**src/rtl/i2c_bus_arbiter_if.sv**
```systemverilog
// Master-side handshake bundle of the two-master I2C arbiter: requests,
// per-master pull-low enables and the one-hot grant.
interface i2c_bus_arbiter_if;
  logic [1:0] req;
  logic [1:0] m_scl_oe;
  logic [1:0] m_sda_oe;
  logic [1:0] gnt;

  modport master (output req, output m_scl_oe, output m_sda_oe, input gnt);
  modport slave  (input req, input m_scl_oe, input m_sda_oe, output gnt);
endinterface

```
**src/rtl/i2c_bus_arbiter.sv**
```systemverilog
// Two-master I2C bus arbiter: idle-window grant, round-robin contention, stuck-bus timeout.
// Optional bus recovery (9 SCL pulses + STOP) is compiled in with I2C_ARB_RECOVERY_EN.
module i2c_bus_arbiter #(
  parameter int IDLE_CYCLES    = 100,
  parameter int TIMEOUT_CYCLES = 2_500_000,
  parameter int RECOV_HALF     = 500
) (
  input  logic             clk,
  input  logic             reset_n,
  i2c_bus_arbiter_if.slave bus,
  input  logic             scl_in,
  input  logic             sda_in,
  output logic             scl_oe,
  output logic             sda_oe,
  output logic             bus_busy,
  output logic             timeout
);
  localparam int            IW        = $clog2(IDLE_CYCLES + 1);
  localparam logic [IW-1:0] IDLE_MAX  = IW'(IDLE_CYCLES);
  localparam logic [23:0]   TOUT_LAST = 24'(TIMEOUT_CYCLES - 1);

  typedef enum logic [1:0] {
    IDLE,
    OWN0,
    OWN1
`ifdef I2C_ARB_RECOVERY_EN
    , RECOVER
`endif
  } state_t;

  state_t        state, state_next;
  logic [1:0]    scl_sync, sda_sync, warm, fault, elig;
  logic          scl_s, sda_s, sda_d, last_owner;
  logic [IW-1:0] idle_cnt;
  logic [23:0]   tcnt;
  logic          start_det, stop_det, idle_ok, bus_free, stuck, hit, in_recover;
  logic          scl_oe_next, sda_oe_next;

`ifdef I2C_ARB_RECOVERY_EN
  localparam int            RW         = $clog2(RECOV_HALF + 1);
  localparam logic [RW-1:0] HALF_LAST  = RW'(RECOV_HALF - 1);
  localparam state_t        FAULT_DEST = RECOVER;
  logic [RW-1:0] rec_cnt, rec_cnt_next;
  logic [4:0]    rec_phase, rec_phase_next;
  assign in_recover = (state == RECOVER);
`else
  localparam state_t FAULT_DEST = IDLE;
  logic unused_recov;
  assign unused_recov = ^RECOV_HALF;
  assign in_recover   = 1'b0;
`endif

  assign scl_s     = scl_sync[1];
  assign sda_s     = sda_sync[1];
  assign start_det = scl_s &&  sda_d && !sda_s;
  assign stop_det  = scl_s && !sda_d &&  sda_s;
  // warm[1] keeps the idle window shut until the synchronisers carry real pad samples
  assign idle_ok   = warm[1] && scl_s && sda_s && !bus_busy && (state == IDLE);
  assign bus_free  = (idle_cnt == IDLE_MAX);
  assign stuck     = !scl_s || (bus_busy && (state == IDLE));
  assign hit       = stuck && (tcnt == TOUT_LAST) && !in_recover;
  assign elig      = bus.req & ~fault;
  assign bus.gnt   = {state == OWN1, state == OWN0};

  always_comb begin
    state_next  = state;
    scl_oe_next = 1'b0;
    sda_oe_next = 1'b0;
`ifdef I2C_ARB_RECOVERY_EN
    rec_cnt_next   = '0;
    rec_phase_next = '0;
`endif
    case (state)
      IDLE: begin
        if (hit) begin
          state_next = FAULT_DEST;
        end else if (bus_free) begin
          if (elig == 2'b11)  state_next = last_owner ? OWN0 : OWN1;
          else if (elig[0])   state_next = OWN0;
          else if (elig[1])   state_next = OWN1;
        end
      end
      OWN0: begin
        if (hit)               state_next = FAULT_DEST;
        else if (!bus.req[0])  state_next = IDLE;
      end
      OWN1: begin
        if (hit)               state_next = FAULT_DEST;
        else if (!bus.req[1])  state_next = IDLE;
      end
`ifdef I2C_ARB_RECOVERY_EN
      RECOVER: begin
        rec_phase_next = rec_phase;
        if (rec_cnt != HALF_LAST)    rec_cnt_next   = rec_cnt + 1'b1;
        else if (rec_phase == 5'd19) state_next     = IDLE;
        else                         rec_phase_next = rec_phase + 5'd1;
      end
`endif
      default: state_next = IDLE;
    endcase

    // Pads are registered from the next state so grant and release take effect together
    case (state_next)
      OWN0: begin
        scl_oe_next = bus.m_scl_oe[0];
        sda_oe_next = bus.m_sda_oe[0];
      end
      OWN1: begin
        scl_oe_next = bus.m_scl_oe[1];
        sda_oe_next = bus.m_sda_oe[1];
      end
`ifdef I2C_ARB_RECOVERY_EN
      RECOVER: begin
        // phases 0..17: nine SCL low/high halves; 18..19: SDA low, then SCL released -> STOP
        scl_oe_next = (rec_phase_next < 5'd18) ? !rec_phase_next[0] : (rec_phase_next == 5'd18);
        sda_oe_next = (rec_phase_next >= 5'd18);
      end
`endif
      default: ;
    endcase
  end

  always_ff @(posedge clk or negedge reset_n) begin
    if (!reset_n) begin
      scl_sync   <= 2'b11;
      sda_sync   <= 2'b11;
      sda_d      <= 1'b1;
      warm       <= 2'b00;
      state      <= IDLE;
      bus_busy   <= 1'b0;
      idle_cnt   <= '0;
      tcnt       <= '0;
      timeout    <= 1'b0;
      last_owner <= 1'b1;
      scl_oe     <= 1'b0;
      sda_oe     <= 1'b0;
`ifdef I2C_ARB_RECOVERY_EN
      rec_cnt    <= '0;
      rec_phase  <= '0;
`endif
    end else begin
      scl_sync <= {scl_sync[0], scl_in};
      sda_sync <= {sda_sync[0], sda_in};
      sda_d    <= sda_s;
      warm     <= {warm[0], 1'b1};
      state    <= state_next;
      timeout  <= hit;
      scl_oe   <= scl_oe_next;
      sda_oe   <= sda_oe_next;
`ifdef I2C_ARB_RECOVERY_EN
      rec_cnt   <= rec_cnt_next;
      rec_phase <= rec_phase_next;
`endif
      if (hit || stop_det)     bus_busy <= 1'b0;
      else if (start_det)      bus_busy <= 1'b1;

      if (hit || !idle_ok)     idle_cnt <= '0;
      else if (!bus_free)      idle_cnt <= idle_cnt + 1'b1;

      if (hit || !stuck)       tcnt <= '0;
      else                     tcnt <= tcnt + 24'd1;

      if (state_next == OWN0)      last_owner <= 1'b0;
      else if (state_next == OWN1) last_owner <= 1'b1;
    end
  end

  // A timed-out owner stays ineligible until it has dropped req for a cycle
  for (genvar gi = 0; gi < 2; gi++) begin : g_fault
    always_ff @(posedge clk or negedge reset_n) begin
      if (!reset_n)                 fault[gi] <= 1'b0;
      else if (hit && bus.gnt[gi])  fault[gi] <= 1'b1;
      else if (!bus.req[gi])        fault[gi] <= 1'b0;
    end
  end
endmodule

```
**src/flat_wrapper.sv**
```systemverilog
// flat-port wrapper written by rule: the top's interface ports become plain ports
module i2c_bus_arbiter_flat 
#(
  parameter int IDLE_CYCLES    = 100,
  parameter int TIMEOUT_CYCLES = 2_500_000,
  parameter int RECOV_HALF     = 500
)
  (clk, reset_n, scl_in, sda_in, scl_oe, sda_oe, bus_busy, timeout, bus_req, bus_m_scl_oe, bus_m_sda_oe, bus_gnt);
  i2c_bus_arbiter_if bus_i ();
  input  logic clk;
  input  logic reset_n;
  input  logic scl_in;
  input  logic sda_in;
  output logic scl_oe;
  output logic sda_oe;
  output logic bus_busy;
  output logic timeout;
  input wire logic [$bits(bus_i.req)-1:0] bus_req;
  input wire logic [$bits(bus_i.m_scl_oe)-1:0] bus_m_scl_oe;
  input wire logic [$bits(bus_i.m_sda_oe)-1:0] bus_m_sda_oe;
  output wire logic [$bits(bus_i.gnt)-1:0] bus_gnt;
  assign bus_i.req = bus_req;
  assign bus_i.m_scl_oe = bus_m_scl_oe;
  assign bus_i.m_sda_oe = bus_m_sda_oe;
  assign bus_gnt = bus_i.gnt;
  i2c_bus_arbiter #(.IDLE_CYCLES(IDLE_CYCLES), .TIMEOUT_CYCLES(TIMEOUT_CYCLES), .RECOV_HALF(RECOV_HALF)) u_core (.clk(clk), .reset_n(reset_n), .bus(bus_i), .scl_in(scl_in), .sda_in(sda_in), .scl_oe(scl_oe), .sda_oe(sda_oe), .bus_busy(bus_busy), .timeout(timeout));
endmodule
```
**config.mk**
```make
export PLATFORM = sky130hd
export DESIGN_NAME = i2c_bus_arbiter_flat
export DESIGN_NICKNAME = d
export VERILOG_FILES = /design/src/rtl/i2c_bus_arbiter_if.sv /design/src/rtl/i2c_bus_arbiter.sv /design/src/flat_wrapper.sv
export SDC_FILE = /design/constraint.sdc
export NUM_CORES = 1
export LEC_CHECK = 0
export CORE_ASPECT_RATIO = 1.25
export CORE_MARGIN = 2
export CORE_UTILIZATION = 50
export CTS_CLUSTER_DIAMETER = 40
export DETAILED_ROUTE_END_ITERATION = 10
export PLACE_DENSITY = 0.77
export SKIP_LAST_GASP = 1
export SLEW_MARGIN = 5
export SYNTH_ARGS = -nofsm -noshare
export SYNTH_HDL_FRONTEND = slang
export SYNTH_SLANG_ARGS = --single-unit
```
**constraint.sdc**
```tcl
create_clock -name clk -period 4.8 [get_ports clk]
set_input_delay 0.48 -clock clk [delete_from_list [all_inputs] [get_ports clk]]
set_output_delay 0.48 -clock clk [all_outputs]
set_load 0.005 [all_outputs]
```
==> metrics.md, run 1 <==
| Metric | Value |
|---|---|
| CTS Sinks | 47 |
| Share of total power in sequential cells | a little over half |
| Core ar. | 4390 um^2 |
| Postcts setup bufs | 0 |
| Combinational power share | roughly 7.7% |
| HP Class | in -> async |
| Area delta synth->final | 14.1% |
| Post-synthesis sequential area ratio | approximately 52% |
| P_leak | 1.06 nW |
| Post-synthesis cell count | 211 |
| Final HPWL from detailed placement | 2890 um |
| Root Buffer | clkbuf_8 |
| PD cells | around 330 nW/um^2 |
| Top-area cell type share of the netlist area | a little under half |
| DIE WIDTH | 64.1 um |
| Req. time, crit path | around 5.0 ns |
| DRT Pass-1 Iters | 4 |
| Instance count on the critical path | 8 |
| Hold Violations, Final | 0 |
| Final Max Slew Viols | 0 |
| Total GRT Usage | between 15 and 20% |
| WP buf/inv | 1 |
| Post-DRT Antenna Nets | 0 |
| Crit path launch | u_core.idle_cnt[0]$_DFFE_PN0P_ |
| Clk slew on worst S/H paths | around 0.090 ns |
| FP Rows | 27 |
| Ys async rst share | 100% |
| Clk Latency, worst-skew pair | 0.30 ns |
| RSZ-0062 raised after global routing | no |
| Cts repair resizes | 0 |
| Switch share | 22.3% |
| Psw | approximately 0.00019 W |
| Crit path capture | u_core.last_owner$_DFFE_PN1P_ |
| CP dominant cell by count | ha_1 |
| Max incr delay on CP | around 0.49 ns |
| Max Root-Sink Buffers | 2 |
| Reg-to-reg slack, setup | 2.38 ns |
| H-tree levels | 2 |
| Synthesized area | 2260 um^2 |
| First-pass GRT wire length | 7300 um |
| Flops & latches, synth | 47 |
| Peak VDD IR | 0.000304 V |
| R2R Path Start | u_core.idle_cnt[0]$_DFFE_PN0P_ |
| Layout cells sized above 1 | 10.5% |
| Distinct cells, synth | 43 |
| 1st-iter DRT viols | 59 |
| Area of the die | 5070 um^2 |
| Max Fclk | ~410 MHz |
| R2R depth | 8 |
| CP Max Fanout | 6 |
| Status | completed |
| Clk pwr share | 39.8% |
| Minimum clock period | 2.42 ns |
| CTS tree | yes |
| Number of vias per cell | 5.75 |
| Placed cells | about 280 |
| Pin count of the biggest net entering global routing | 48 |
| Setup-failing EPs final | 0 |
| Synth top area cells | dfrtp_1, dfstp_2, nor2_1 |
| Syn nets | 226 |
| Total grt overflow | 0 |
| Initial antenna violation count | 0 |
| Max transition margin | 34.4% |
| Max-cap viol count | 0 |
| Crit path cell chain | inv_1 -> ha_1 -> nand4b_1 -> nor3b_4 -> a21oi_1 -> or4b_1 -> ha_1 -> mux2i_1 |
| IO Pins | 16 |
| Routed wire length | 4080 um |
| GP Congestion | around 0.85 |
| EDFF count, synth | 0 |
| Port bufs | 15 |
| Crit path kind | reg -> reg |
| Post-route insts no fill | between 200 and 300 |
| Height of the die | 79.1 um |
| Crit. End Element | flip-flop |
| R2R Path End | u_core.last_owner$_DFFE_PN1P_ |
| Number of global-route vias before repair | 1639 |
| Synth warn | 0 |
| Internal power | 0.000659 W |
| Slew at the pin closest to its max-slew limit | approximately 1 ns |
| Residual DRC | 0 |
| Number of hold buffers added after cts | 0 |
| DR vias | 1651 |
| Max Clock Skew | 0.00965 ns |
| Largest area contributor in the netlist | dfrtp_1 |
| Wire per inst | 14.2 um |
| Synthesized area per cell | 10.7 um^2 |
| Initial Utilization | about half |
| # diodes | 0 |
| CTS buffer count | 5 |
| Final net count | approximately 240 |
| Slowest stage cell, crit path | or4b_1 |
| Setup TNS | 0 ns |
| Crit path max-delay family | simple AND/OR/NAND/NOR gates |
| CP Launch Type | flip-flop |
| Final period utilization | 50.4% |
| Worst EP arrival | approximately 2.7 ns |
| Top FF cell, synth | dfrtp_1 |
[registers in the layout (all words and copies together), names as in the netlist]
name / count
u_core.bus_busy: 1
u_core.fault: 2
u_core.idle_cnt: 7
u_core.last_owner: 1
u_core.scl_oe: 1
u_core.scl_sync: 2
u_core.sda_d: 1
u_core.sda_oe: 1
u_core.sda_sync: 2
u_core.state: 2
u_core.tcnt: 24
u_core.timeout: 1
u_core.warm: 2
[worst register-to-register path, delay by kind of cell, from the launching register on]
kind / cells / cell delay (ns)
flops: 1 / 0.40
buf+inv: 1 / 0.09
fa+ha+maj: 2 / 0.50
compound gates: 1 / 0.14
simple gates: 3 / 1.02
mux: 1 / 0.19
[final cells by class]
class / count / area [um^2]
Tap cell: 58 / 72.6
Fill cell: 379 / 1810
Multi-Input combinational cell: 153 / 1020
Timing Repair Buffer: 16 / 153
Clock inverter: 2 / 60.1
Sequential cell: 47 / 1180
Clock buffer: 6 / 72.6
Inverter: 5 / 18.8
[cell usage after synthesis, drive strengths merged, types with 5 or more instances]
| library cell | number |
|---|---|
| mux2i | 5 |
| nand4 | 9 |
| a21oi | 17 |
| buf | 6 |
| nand3 | 10 |
| or3 | 6 |
| dfstp | 6 |
| ha | 5 |
| nand2 | 8 |
| dfrtp | 41 |
| o21ai | 6 |
| xor2 | 11 |
| inv | 5 |
| and4 | 7 |
| nor2 | 27 |
[metal layers]
layer  share of wire [%]  wire [um]  up-vias  global-route usage (%)
met1                  44       1800      821                    22.6
met3                 2.8        115        2                    2.55
li1                    -          -      801                       -
met4                0.59         24        0                    7.02
met5                   0          0        -                       0
met2                  52       2140       27                    32.4
[how the worst min path moves through the flow]
stage | end | depth (start not counted)
final | u_core.tcnt[15]$_DFF_PN0_ | 1
after global placement | u_core.warm[1]$_DFF_PN0_ | 0
after floorplan | u_core.bus_busy$_DFFE_PN0P_ | 0
after CTS | u_core.warm[1]$_DFF_PN0_ | 0
after global routing | u_core.warm[1]$_DFF_PN0_ | 0
after detailed placement | u_core.warm[1]$_DFF_PN0_ | 0
[power groups by stage]
stage	clock [W]	combinational, W	sequential (W)
global route	0.000359	0.0000776	0.000449
detailed placement	0	0.0000663	0.000453
global placement	0	0.0000658	0.000452
floorplan	0	0.0000415	0.000447
CTS	0.000344	0.0000671	0.000445
finish	0.000338	0.0000652	0.000445
[through the flow]
step / utilization, % / setup slack (ns) / total power (W) / hold WS (ns) / cell area (um^2)
6_report: 58.7 / 2.38 / 0.000848 / 0.338 / 2580
3_3_place_gp: 55.7 / 2.48 / 0.000517 / 0.332 / 2440
4_1_cts: 58.7 / 2.38 / 0.000856 / 0.355 / 2580
2_1_floorplan: - / 2.58 / 0.000489 / 0.184 / 2260
3_5_place_dp: 55.7 / 2.42 / 0.000519 / 0.336 / 2440
5_1_grt: 58.7 / 2.18 / 0.000885 / 0.359 / 2580
[cell families after synthesis]
| family | Yosys count | synth area share [%] |
|---|---|---|
| simple gates | 93 | 25.3 |
| buf+inv | 11 | 2.55 |
| compound gates | 36 | 9.58 |
| fa+ha+maj | 5 | 2.77 |
| flops | 47 | 52.4 |
| mux | 5 | 2.22 |
| other cells | 1 | 0.166 |
| xor+xnor | 13 | 5.04 |
[layout by cell type (no fill, tap or decap), types with 6 or more instances in the layout]
cell type         n
nand4_1           7
nor2_1           27
a21oi_1          17
or3_1             6
and4_1            6
clkdlybuf4s50_1  14
nand3_1          10
dfstp_2           6
dfrtp_1          41
o21ai_0           6
xor2_1           11
nand2_1           7
No activity file was read; power rests on OpenSTA's default activity.
==> run 2: changes to the inputs <==
PLACE_DENSITY = 0.79   (was 0.77)
clock period = 2.1 ns   (was 4.8 ns; I/O delays follow)
==> run 2 against run 1 <==
Effect of this change: the run now ends with negative setup slack left; first-iteration DRC count rose by 39%; cell area rose by 6.4%; combinational power rose to 3.2 times the previous value; sequential power rose by 130%; clock-buffer cell count rose by 1; hold slack got worse by 0.017 ns; fmax rose by 12%; non-clock buffer count rose by 18; total power rose by 100%; critical path type unchanged; critical endpoint unchanged; highest routed layer unchanged.
==> metrics.md, run 2 (synthesized netlist as in run 1, its figures left out) <==
| Metric | Value |
|---|---|
| Status | finished with violations |
| Failing checks | negative setup slack |
| Area of the die | 5070 um^2 (unchanged) |
| Max Fclk | 463 MHz (+12%) |
| Initial Utilization | 51.4% (unchanged) |
| DRT Pass-1 Iters | 4 (unchanged) |
| Minimum clock period | 2.16 ns (-0.259 ns) |
| Placed cells | 296 (+6.1%) |
| First-pass GRT wire length | 7760 um (+6.3%) |
| CP Launch Type | flip-flop |
| Clk slew on worst S/H paths | 0.08 ns (about the same) |
| H-tree levels | 2 (unchanged) |
| Req. time, crit path | 2.33 ns (-2.70 ns) |
| Final period utilization | 103% (+52 points) |
| Largest registers | u_core.tcnt x24, u_core.idle_cnt x7 |
| Layout cells sized above 1 | 21.5% (+11 points) |
| Hold Violations, Final | 0 (unchanged) |
| Setup Slack @ Placement | -0.0416 ns (-2.46 ns) |
| CP dominant cell by count | ha_4 |
| Number of global-route vias before repair | 1724 (+5.2%) |
| Clk Latency, worst-skew pair | 0.30 ns (about the same) |
| Setup TNS | -0.141 ns (-0.141 ns) |
| Crit. End Element | flip-flop |
| Crit path cell chain | inv_2 -> ha_4 -> nand4b_1 -> nor3b_4 -> a21oi_2 -> or4b_4 -> ha_4 -> mux2i_1 |
| Tot Pwr | 0.00173 W (+100%) |
| Fillers | 371 (-2.1%) |
| Root Buffer | clkbuf_8 |
| Height of the die | 79.1 um (unchanged) |
| Pin count of the biggest net entering global routing | 21 (-56%) |
| Max incr delay on CP | 0.50 ns (about the same) |
| PD cells | 631 nW/um^2 (+92%) |
| RSZ-0062 raised after global routing | yes |
| Setup-failing EPs final | 3 (+3) |
| DIE WIDTH | 64.1 um (unchanged) |
| Port bufs | 15 (unchanged) |
| Initial antenna violation count | 0 (unchanged) |
| Leading cell type in the layout, fill and taps excluded | dfrtp_1 |
| CTS tree | yes |
| Total GRT Usage | 19.4% (+1.0 points) |
| Total grt overflow | 0 (unchanged) |
| Post-route insts no fill | 305 (+6.3%) |
| Peak VDD IR | 0.000292 V (-4.2%) |
| Most frequent cells in the layout | dfrtp_1, nor2_1, buf_4, a21oi_1, clkdlybuf4s50_1 |
| 1st-iter DRT viols | 82 (+39%) |
| GP Congestion | 0.825 (-2.5%) |
| Max Root-Sink Buffers | 2 (unchanged) |
| Postcts setup bufs | 0 (unchanged) |
| Max FFs per register | 24 (unchanged) |
| Worst EP arrival | 2.39 ns (-0.26 ns) |
| P_leak | 1.14 nW (+7.7%) |
| CTS buffer count | 5 (unchanged) |
| Wire per inst | 14.2 um (about the same) |
| CTS Sinks | 47 (unchanged) |
| Post-DRT Antenna Nets | 0 (unchanged) |
| Final Max Slew Viols | 0 (unchanged) |
| Area delta synth->final | 21.4% |
| Final net count | 261 (+7.4%) |
| DR vias | 1687 (+2.2%) |
| # diodes | 0 (unchanged) |
| Max Clock Skew | 0.0116 ns (+0.00199 ns) |
| Max-cap viol count | 0 (unchanged) |
| HP Class | in -> reg |
| Residual DRC | 0 (unchanged) |
| Routed wire length | 4340 um (+6.3%) |
| Number of vias per cell | 5.53 (-3.8%) |
| IO Pins | 16 (unchanged) |
| Biggest register | u_core.tcnt |
| Core ar. | 4390 um^2 (unchanged) |
| Slowest stage cell, crit path | or4b_4 |
| Final HPWL from detailed placement | 3040 um (+5.3%) |
| CP Max Fanout | 3 (-3) |
| FP Rows | 27 (unchanged) |
| Slack of the critical path | -0.0612 ns (-2.44 ns) |
| Crit path kind | reg -> reg |
## run 2: where the power goes
part,total (W),leakage [nW],internal [W],switching [W]
clock,0.000516,0.0422,0.000234,0.000282
sequential,0.00101,0.621,0.000961,0.0000453
combinational,0.000207,0.481,0.000104,0.000103
total,0.00173,1.14,0.00130,0.000430
## run 2: final cells by class
class	count	area, um^2	area share, %
Sequential cell	47	1180	43.2
Tap cell	58	72.6	2.65
Multi-Input combinational cell	153	1090	39.9
Timing Repair Buffer	34	290	10.6
Inverter	5	18.8	0.685
Clock inverter	1	5.00	0.183
Clock buffer	7	76.3	2.78
## run 2: critical path: cells and delay by family, from the launching register on
kind / cells / cell delay (ns)
compound gates: 1 / 0.10
simple gates: 3 / 0.91
mux: 1 / 0.18
fa+ha+maj: 2 / 0.42
buf+inv: 1 / 0.08
flops: 1 / 0.39
## run 2: worst paths after layout
check / startpoint / to / slack [ns] / cells after the start
setup reg to reg: u_core.idle_cnt[0]$_DFFE_PN0P_ / u_core.last_owner$_DFFE_PN1P_ / -0.06 / 8
hold reg to reg: u_core.sda_sync[0]$_DFF_PN1_ / u_core.sda_sync[1]$_DFF_PN1_ / 0.36 / 0
min in group asynchronous: reset_n / u_core.sda_oe$_DFF_PN0_ / 0.34 / 2
hold / removal: scl_in / u_core.scl_sync[0]$_DFF_PN1_ / 0.32 / 1
max in group asynchronous: reset_n / u_core.scl_sync[1]$_DFF_PN1_ / 1.11 / 3
setup / recovery: u_core.idle_cnt[0]$_DFFE_PN0P_ / u_core.last_owner$_DFFE_PN1P_ / -0.06 / 8
## run 2: what timing repair did
| action | CTS | global route |
|---|---|---|
| pin swaps | 0 | 6 |
| gates resized for setup | 1 | 6 |
| setup endpoints to repair | 3 | 3 |
| hold endpoints to repair | 13 | 0 |
| hold buffers | 1 | 0 |
## run 2: per-layer routing
| layer | wire length, um | track usage [%] |
|---|---|---|
| met5 | 0 | 0 |
| met4 | 95 | 8.09 |
| met3 | 135 | 4.39 |
| met2 | 2170 | 32.4 |
| met1 | 1930 | 24.0 |
## run 2: through the flow
step	utilization (%)	hold WS [ns]	cell area, um^2
floorplan	-	-0.0856	2290
global placement	59.4	0.140	2610
detailed placement	59.4	0.145	2610
CTS	61.6	0.313	2700
global route	62.4	0.311	2740
finish	62.4	0.321	2740
